==> src/rtl/accumulator_command_sequencer.sv <==
// Turns a valid/ready increment/load command stream into single-cycle accumulator
// pulses, waits for the accumulator update and presents it as a valid/ready result.
module accumulator_command_sequencer #(
  parameter int unsigned WORD_WIDTH     = 8,
  parameter int unsigned TIMEOUT_CYCLES = 16,
  parameter int unsigned TIMEOUT_WIDTH  = 5
) (
  input  logic                  clock,
  input  logic                  clear,
  input  logic                  cmd_valid,
  output logic                  cmd_ready,
  input  logic                  cmd_is_load,
  input  logic [WORD_WIDTH-1:0] cmd_value,
  output logic [WORD_WIDTH-1:0] acc_increment,
  output logic                  acc_increment_valid,
  output logic [WORD_WIDTH-1:0] acc_load_value,
  output logic                  acc_load_valid,
  output logic                  acc_carry_in,
  input  logic [WORD_WIDTH-1:0] acc_value,
  input  logic                  acc_updated,
  input  logic                  acc_overflow,
  input  logic                  acc_carry_out,
  output logic                  result_valid,
  input  logic                  result_ready,
  output logic [WORD_WIDTH-1:0] result_value,
  output logic                  result_overflow,
  output logic                  result_carry,
  output logic                  error_spurious_update,
  output logic                  error_timeout
);

  typedef enum logic [1:0] {IDLE, ISSUE, WAIT, RESULT} state_t;

  localparam logic [TIMEOUT_WIDTH-1:0] LAST_WAIT_COUNT = TIMEOUT_WIDTH'(TIMEOUT_CYCLES - 1);

  state_t                  state_q, state_d;
  logic                    is_load_q, is_load_d;
  logic [WORD_WIDTH-1:0]   held_value_q, held_value_d;
  logic [TIMEOUT_WIDTH-1:0] timeout_cnt_q, timeout_cnt_d;
  logic [WORD_WIDTH-1:0]   result_value_q, result_value_d;
  logic                    result_overflow_q, result_overflow_d;
  logic                    result_carry_q, result_carry_d;
  logic                    err_spurious_q, err_spurious_d;
  logic                    err_timeout_q, err_timeout_d;
  logic                    upd_mask_q, upd_mask_d;

  always_comb begin
    state_d           = state_q;
    is_load_d         = is_load_q;
    held_value_d      = held_value_q;
    timeout_cnt_d     = timeout_cnt_q;
    result_value_d    = result_value_q;
    result_overflow_d = result_overflow_q;
    result_carry_d    = result_carry_q;
    err_spurious_d    = err_spurious_q;
    err_timeout_d     = err_timeout_q;
    upd_mask_d        = 1'b0;

    case (state_q)
      IDLE: begin
        if (cmd_valid) begin
          is_load_d    = cmd_is_load;
          held_value_d = cmd_value;
          state_d      = ISSUE;
        end
      end
      ISSUE: begin
        timeout_cnt_d = '0;
        state_d       = WAIT;
      end
      WAIT: begin
        timeout_cnt_d = timeout_cnt_q + TIMEOUT_WIDTH'(1);
        if (acc_updated) begin
          result_value_d    = acc_value;
          result_overflow_d = acc_overflow;
          result_carry_d    = acc_carry_out;
          state_d           = RESULT;
        end else if (timeout_cnt_q == LAST_WAIT_COUNT) begin
          err_timeout_d = 1'b1;
          state_d       = IDLE;
        end
      end
      RESULT: begin
        if (result_ready) state_d = IDLE;
      end
      default: state_d = IDLE;
    endcase

    // An update from a command dropped by clear may land in the first IDLE cycle.
    if (acc_updated && (state_q != WAIT) && !upd_mask_q) err_spurious_d = 1'b1;
  end

  always_ff @(posedge clock) begin
    if (clear) begin
      state_q           <= IDLE;
      is_load_q         <= 1'b0;
      held_value_q      <= '0;
      timeout_cnt_q     <= '0;
      result_value_q    <= '0;
      result_overflow_q <= 1'b0;
      result_carry_q    <= 1'b0;
      err_spurious_q    <= 1'b0;
      err_timeout_q     <= 1'b0;
      upd_mask_q        <= 1'b1;
    end else begin
      state_q           <= state_d;
      is_load_q         <= is_load_d;
      held_value_q      <= held_value_d;
      timeout_cnt_q     <= timeout_cnt_d;
      result_value_q    <= result_value_d;
      result_overflow_q <= result_overflow_d;
      result_carry_q    <= result_carry_d;
      err_spurious_q    <= err_spurious_d;
      err_timeout_q     <= err_timeout_d;
      upd_mask_q        <= upd_mask_d;
    end
  end

  assign cmd_ready             = (state_q == IDLE);
  assign acc_increment         = held_value_q;
  assign acc_load_value        = held_value_q;
  assign acc_increment_valid   = (state_q == ISSUE) && !is_load_q;
  assign acc_load_valid        = (state_q == ISSUE) && is_load_q;
  assign acc_carry_in          = 1'b0;
  assign result_valid          = (state_q == RESULT);
  assign result_value          = result_value_q;
  assign result_overflow       = result_overflow_q;
  assign result_carry          = result_carry_q;
  assign error_spurious_update = err_spurious_q;
  assign error_timeout         = err_timeout_q;

endmodule

==> config.mk <==
export PLATFORM = sky130hd
export DESIGN_NAME = accumulator_command_sequencer
export DESIGN_NICKNAME = d
export VERILOG_FILES = /design/src/rtl/accumulator_command_sequencer.sv
export SDC_FILE = /design/constraint.sdc
export NUM_CORES = 1
export LEC_CHECK = 0
export ABC_AREA = 1
export CAP_MARGIN = 10
export CELL_PAD_IN_SITES_DETAIL_PLACEMENT = 0
export CELL_PAD_IN_SITES_GLOBAL_PLACEMENT = 1
export CORE_UTILIZATION = 28
export CTS_CLUSTER_DIAMETER = 200
export CTS_CLUSTER_SIZE = 12
export DETAILED_ROUTE_END_ITERATION = 10
export GPL_TIMING_DRIVEN = 1
export PLACE_DENSITY = 0.85
export SYNTH_ARGS = -nofsm -noshare
export SYNTH_HDL_FRONTEND = slang
export SYNTH_SLANG_ARGS = --single-unit
==> constraint.sdc <==
create_clock -name clock -period 1.85 [get_ports clock]
set_input_delay 0.185 -clock clock [delete_from_list [all_inputs] [get_ports clock]]
set_output_delay 0.185 -clock clock [all_outputs]
set_load 0.02 [all_outputs]
## Yosys cells after proc, flatten, opt, wreduce, memory -nomap -nowiden

Cells that the tools add are included.

- Mux-type cells: 7
- Equality and inequality tests: 8
- Reductions and logical operators: 12
- Add/subtract/negate cells: 1
- Bitwise gates (word level): 1

Operator list:

| operator | count |
|---|---|
| one-hot mux 5 bit (2 select lines) | 1 |
| 2-to-1 mux 2 bit | 4 |
| one-hot mux 2 bit (4 select lines) | 1 |
| AND reduction 3 bit | 2 |
| adder 5 x 1 -> 5 bit, second input constant | 1 |
| == test 5 x 4 -> 1 bit, second input constant | 1 |
| == test 2 bit, second input constant | 2 |
| logical AND 1 bit | 4 |
| != test 2 bit, second input constant | 2 |
| AND reduction 2 bit | 2 |
| != test 3 bit, second input constant | 1 |
| == test 2 x 1 -> 1 bit, second input constant | 1 |
| logical NOT 1 bit | 2 |
| logical NOT 2 bit | 1 |
| != test 2 x 1 -> 1 bit, second input constant | 1 |
| nonzero test 2 bit | 1 |
| 2-to-1 mux 1 bit | 1 |
| NOT 1 bit | 1 |

- Flip-flop bits (word level): 29
- Input port bits: 24
- Output and inout bits: 33
- Logic and storage cells: 39

## Longest topological paths before layout

Gate-level depths: netlist of the first run.

- Depth in word-level cells: 4
- Gate-level depth with buffers: 10
- Mapped depth without buffers: 10

## Least setup slack after synthesis of the first run

Ideal clock, no wire load.

- Kind: flip-flop to flip-flop
- From: register state_q[0]
- To: register held_value_q[0] (netlist: acc_increment[0])
- Required time: 1734 ps
- Buffers on the path: 0
- Period minus slack after synthesis: 1342 ps
- Arrival time: 1226 ps
- Cell stages (with the launch flop): 7
- Path slack: 508 ps
- Cell sequence: dfxtp_1 > inv_1 > ha_1 > nand2_2 > clkinv_1 > nor2_1 > nor2_1

- Cells in the longest elaborated chain, start to end: 2

Ends and longest elaborated chain:

| what | line | text |
|---|---|---|
| from (decl) | 36 | `state_t state_q, state_d;` |
| from (signal assigned) | 106 | `state_q <= state_d;` |
| logical NOT 2 bit | n/a |  |
| via cmd_ready | 11 | `output logic cmd_ready,` |
| AND reduction 2 bit (no source line) | n/a |  |
| to (signal assigned) | 108 | `held_value_q <= held_value_d;` |
| to (decl) | 38 | `logic [WORD_WIDTH-1:0] held_value_q, held_value_d;` |

The timed path passes the listed nets, and every way through them passes these cells.
A chain may end at the register's enable or synchronous reset.

## Worst setup path in the final report of the first run

- From: register state_q[1]
- To: output port result_valid

- Cells in the longest elaborated chain, start to end: 1

Ends and longest elaborated chain:

| what | line | text |
|---|---|---|
| == test 2 bit | 125 | `assign result_valid = (state_q == RESULT);` |
| to (decl) | 23 | `output logic result_valid,` |

Every way passes these cells.

==> flow_summary_export.csv, run 1 <==
group,metric,value,unit
run_status,status,"complete, no violations",
grt,grt_usage,12.1,%
sta,clock_skew,2.52,ps
route,drt_wl_total,2770,um
floorplanning,start_util,29.2,%
synthesis,synthCells,165,
grt,grt_pass1_vias,997,
route,wl_per_cell,10.3,um
sta,timing.final.crit_share,89.4,%
pwr,switching_share,32.5,%
sta,min_period,1650,ps
setup_path,crit_slowest_cell,"clkdlybuf4s50_1",
pwr,p_seq_share,37.6,%
setup_path,critPathCaptureType,"output port",
floorplanning,ioPinCount,57,
sta,report.final.slew_viol_count,0,
placed_design,dpl_cell_area,0.00181,mm2
synthesis,avgSynthCellArea,7.70,um2
pwr,clockPowerShare,28.6,%
synthesis,synth_common_cells,"44 x nor2_1, 29 x dfxtp_1, 12 x inv_1",
pwr,internal_power,1.34,mW
placed_design,dp_hpwl,2150,um
setup_path,slowest_delay,610,ps
setup_path,worstSetupPathType,"reg2out",
pwr,power_density,1030,mW/mm2
cts,hold_buffers,0,
job,max_cap_viol_count,0,
cts,ctsResizeCount,0,
sta,rsz0062_at_grt,"no",
cts,cts_tree,"yes",
synthesis,synth-main-ff-cell,"dfxtp_1",
grt,grt_antenna_before_repair,0,
route,drt-pass1-iter-count,4,
setup_path,critical_path.cell_chain,"ha_1 -> clkdlybuf4s50_1",
cts,cts_buffers,5,
route,drc_errors,0,
hold_path,hp-class,"reg2reg",
final_layout,final_nets,247,
synthesis,postSynth.asyncResetShare,0,%
route,antenna_left,0,
grt,grt_pass1_wl,4560,um
pwr,combPwrFrac,33.8,%
route,vias,1161,
floorplanning,die_h,69.4,um
final_layout,final_layout_size_suffix_gt1_share,7.37,%
sta,finalSetupTns,0,ps
setup_path,critPathLaunchType,"register",
route,drt-initial-drc-count,44,
setup_path,cp.required,1660,ps
synthesis,syn_nets,196,
synthesis,seq_area_frac_synth,45.7,%
cts,clkTransAtPathRegs,60,ps
final_layout,final_area,0.00191,mm2
floorplanning,dieArea,0.00481,mm2
synthesis,synth_edf_count,0,
grt,grt_max_degree,13,
placed_design,place_congestion,0.722,
synthesis,syn_area,0.00127,mm2
sta,hold_viol,0,
final_layout,area_delta_synth_final,50.6,%
synthesis,ys_ff_latch,29,
synthesis,netlist-cell-type-count,22,
placed_design,port_buffers,55,
cts,insertion_delay,280,ps
pwr,vdd_drop_max,0.260,mV
synthesis,synth.largest_area_cell,"dfxtp_1",
floorplanning,die_x,69.4,um
setup_path,worstPathArrival,1470,ps
synthesis,ys_top_cells_by_area,"dfxtp_1 46%, nor2_1 13%, ha_1 6.9%",
route,vias_per_cell,4.32,
sta,fmax,0.604,GHz
floorplanning,core.rowCount,24,
cts,cts_root_buf,"clkbuf_8",
cts,cts_sinks,29,
synthesis,synth_warnings,0,
pwr,leakage,0.801,nW
cts,htree_levels,2,
cts,post_cts_buffers,0,
setup_path,worstPathMaxFanout,5,
floorplanning,coreArea,0.00435,mm2
cts,cts_buffer_depth,2,
sta,setup_viol,0,
final_layout,antenna_cells,0,
synthesis,netlist.area_leader.share,45.7,%
pwr,p_switching,0.643,mW
synthesis,synth_most_common_cell,"nor2_1",
grt,globalRoute.totalOverflow,0,
-- kinds of logic (layout without fill, tap and decap cells) --
| group | after synthesis | after routing | synth area share [%] |
|---|---|---|---|
| compound gates | 28 | 28 | 11.7 |
| xor+xnor | 1 | 1 | 0.689 |
| fa+ha+maj | 7 | 7 | 6.89 |
| buf+inv | 30 | 82 | 12.6 |
| flops | 29 | 29 | 45.7 |
| other cells | 1 | 1 | 0.295 |
| simple gates | 69 | 69 | 22.1 |
-- layer usage --
metal	global-route usage [%]	vias to the layer above	share of wire (%)	wire (um)
li1	-	612	-	-
met1	14.5	501	48	1320
met2	19.2	42	43	1200
met3	4.65	6	7.1	195
met4	5.44	0	1.9	52
met5	0	-	0	0
-- metrics by stage --
step                total power, mW  util, %  hold WS (ps)  cells  worst slack, ps
finish                         1.98     44.0           449    269              196
global route                   2.11     44.0           464    269              129
CTS                            2.01     43.8           452    269             16.5
detailed placement             1.44     41.5           442    261              325
global placement               1.44     41.5           443    261              333
floorplan                      1.18        -           213    165              508
-- worst paths after layout --
path	depth (start not counted)	slack, ps	to	startpoint
min reg2reg	2	450	error_timeout	error_timeout
max reg2reg	10	370	state_q[0]	timeout_cnt_q[0]
min	2	450	error_timeout	error_timeout
max	2	200	result_valid	state_q[1]
-- power groups by stage --
stage | registers, mW | clock network [mW] | logic (mW)
finish | 0.745 | 0.567 | 0.669
global route | 0.757 | 0.616 | 0.734
CTS | 0.747 | 0.586 | 0.681
detailed placement | 0.760 | 0 | 0.680
global placement | 0.757 | 0 | 0.678
floorplan | 0.818 | 0 | 0.363
-- worst max-delay path, delay by kind of cell, from the launching register on --
kind | cells | cell delay (ps)
buffers and inverters | 1 | 610
adders and majority gates | 1 | 190
DFF | 1 | 390
-- sequential cells by signal (all words and copies together) (netlist names) --
name	count
error_timeout	1
result_overflow	1
is_load_q	1
result_carry	1
result_value	8
state_q	2
error_spurious_update	1
upd_mask_q	1
acc_increment	8
timeout_cnt_q	5
-- layout make-up --
type	instances	area [um2]
sequential	29	581
tap	52	65.1
timing repair buffer	57	573
inverter	17	63.8
multi-input combinational	106	531
fill	457	2440
clock buffer	7	96.3
clock inverter	1	5.00
-- cell usage in the layout, fill, tap and decap left out, types with 2 or more instances in the layout --
cell type,n
nand2_2,3
clkbuf_8,7
clkdlybuf4s50_1,52
buf_4,2
nand2_1,11
dlymetal6s2s_1,3
nor2_1,44
o21ai_0,10
o21ai_1,10
inv_2,3
a21oi_1,5
ha_1,7
dfxtp_1,29
nor3_1,4
inv_1,12
nand3_1,6
clkinv_1,2
Power figures use the tool's default switching activity.
==> inputs of run 2 (changes only) <==
--- a/config.mk
+++ b/config.mk
@@ -15,6 +15,7 @@
 export DETAILED_ROUTE_END_ITERATION = 10
 export GPL_TIMING_DRIVEN = 1
 export PLACE_DENSITY = 0.85
+export SETUP_SLACK_MARGIN = 0.3
 export SYNTH_ARGS = -nofsm -noshare
 export SYNTH_HDL_FRONTEND = slang
 export SYNTH_SLANG_ARGS = --single-unit
==> flow_summary_export.csv, run 2 (synthesis results as in run 1) <==
group,metric,value,unit
run_status,status,"complete, no violations",
grt,use_met2,19.1,%
sta,setup_ws,382,ps
floorplanning,dieArea,0.00481,mm2
final_layout,antenna_cells,0,
cts,insertion_delay,280,ps
cts,clkTransAtPathRegs,60,ps
route,drt_wl_total,2820,um
setup_path,worstPathMaxFanout,5,
route,drt-pass1-iter-count,4,
floorplanning,core.rowCount,24,
setup_path,worstSetupPathType,"reg2out",
floorplanning,die_x,69.4,um
sta,clock_skew,1.57,ps
job,max_cap_viol_count,0,
grt,grt_usage,12.1,%
grt,use_met1,14.5,%
placed_design,place_congestion,0.722,
cts,htree_levels,2,
grt,grt_use_met3,4.65,%
grt,grt_pass1_vias,990,
final_layout,layout_common_cells,"51 x clkdlybuf4s50_1, 44 x nor2_1, 27 x dfxtp_1, 12 x inv_1, 11 x nand2_1",
route,vias_per_cell,4.33,
route,antenna_left,0,
setup_path,rr_worst_depth,10,
grt,grt_max_degree,13,
pwr,leakage,0.765,nW
placed_design,port_buffers,55,
sta,fmax,0.681,GHz
final_layout,final_nets,248,
cts,cts_buffer_depth,2,
hold_path,whs_path_depth,2,
sta,rsz0062_at_grt,"no",
route,wl_per_cell,10.4,um
route,vias,1170,
floorplanning,start_util,29.2,%
cts,hold_buffers,0,
grt,grt_pass1_wl,4540,um
cts,cts_sinks,29,
sta,report.final.slew_viol_count,0,
cts,cts_root_buf,"clkbuf_8",
cts,cts_tree,"yes",
route,drt-initial-drc-count,52,
grt,globalRoute.totalOverflow,0,
pwr,p_total,1.99,mW
sta,min_period,1470,ps
placed_design,dpl_cell_area,0.00181,mm2
sta,hold_viol,0,
final_layout,final_area,0.00192,mm2
final_layout,area_delta_synth_final,51.0,%
placed_design,dp_slack,325,ps
grt,top_usage_layer,"met2",
final_layout,final_layout_size_suffix_gt1_share,11.5,%
setup_path,critPathLaunchType,"register",
setup_path,worstPathArrival,1280,ps
route,drc_errors,0,
final_layout,mostFrequentLayoutCell,"clkdlybuf4s50_1",
sta,holdWs,449,ps
sta,timing.final.crit_share,79.4,%
cts,cts_buffers,5,
floorplanning,coreArea,0.00435,mm2
grt,grt_antenna_before_repair,0,
floorplanning,ioPinCount,57,
pwr,power_density,1030,mW/mm2
pwr,vdd_drop_max,0.260,mV
sta,finalSetupTns,0,ps
placed_design,dp_hpwl,2150,um
hold_path,hp-class,"reg2reg",
floorplanning,die_h,69.4,um
sta,setup_viol,0,
setup_path,critPathCaptureType,"output port",
setup_path,cp.required,1660,ps
## run 2: power breakdown
part	internal (mW)	total [mW]	leakage (nW)	switching [mW]
Sequential	0.698	0.747	0.238	0.0491
Clock	0.335	0.566	0.0542	0.231
Combinational	0.300	0.673	0.473	0.373
Total	1.33	1.99	0.765	0.653
## run 2: worst max-delay path, stage by stage, from the launching register on
cell             delay (ps)
dfxtp_2                 340
inv_1                   110
ha_1                    170
nand2_1                  50
inv_1                    50
clkdlybuf4s15_1         280
## run 2: area by class of cell
cell class	instances	area, um2
fill	458	2430
sequential	29	583
timing repair buffer	57	554
multi-input combinational	106	541
clock buffer	7	96.3
inverter	17	67.6
tap	52	65.1
timing repair inverter	1	7.51
clock inverter	1	5.00
## run 2: through the flow
| stage | utilization, % | instances |
|---|---|---|
| 2_1_floorplan | - | 165 |
| 3_3_place_gp | 41.5 | 261 |
| 3_5_place_dp | 41.5 | 261 |
| 4_1_cts | 43.7 | 269 |
| 5_1_grt | 44.1 | 270 |
| 6_report | 44.1 | 270 |
## run 2: timing repair
item                                    CTS  global route
gates resized for setup                   5            11
gates cloned                              0             1
endpoints found under the hold margin     0             0
setup buffers                             0             0
endpoints found under the setup margin    4            16
## run 2: worst paths after layout
| kind | slack (ps) | end | from |
|---|---|---|---|
| worst max register to register | 420 | state_q[0] | timeout_cnt_q[1] |
| worst min register to register | 450 | error_timeout | error_timeout |
| worst min-delay path | 450 | error_timeout | error_timeout |
| worst max-delay path | 380 | acc_load_valid | state_q[1] |
## run 2: routing by layer
metal | part of all wire, % | vias to the layer above
met3 | 7.7 | 6
met4 | 1.8 | 0
met5 | 0 | -
li1 | - | 613
met2 | 44 | 44
met1 | 46 | 507
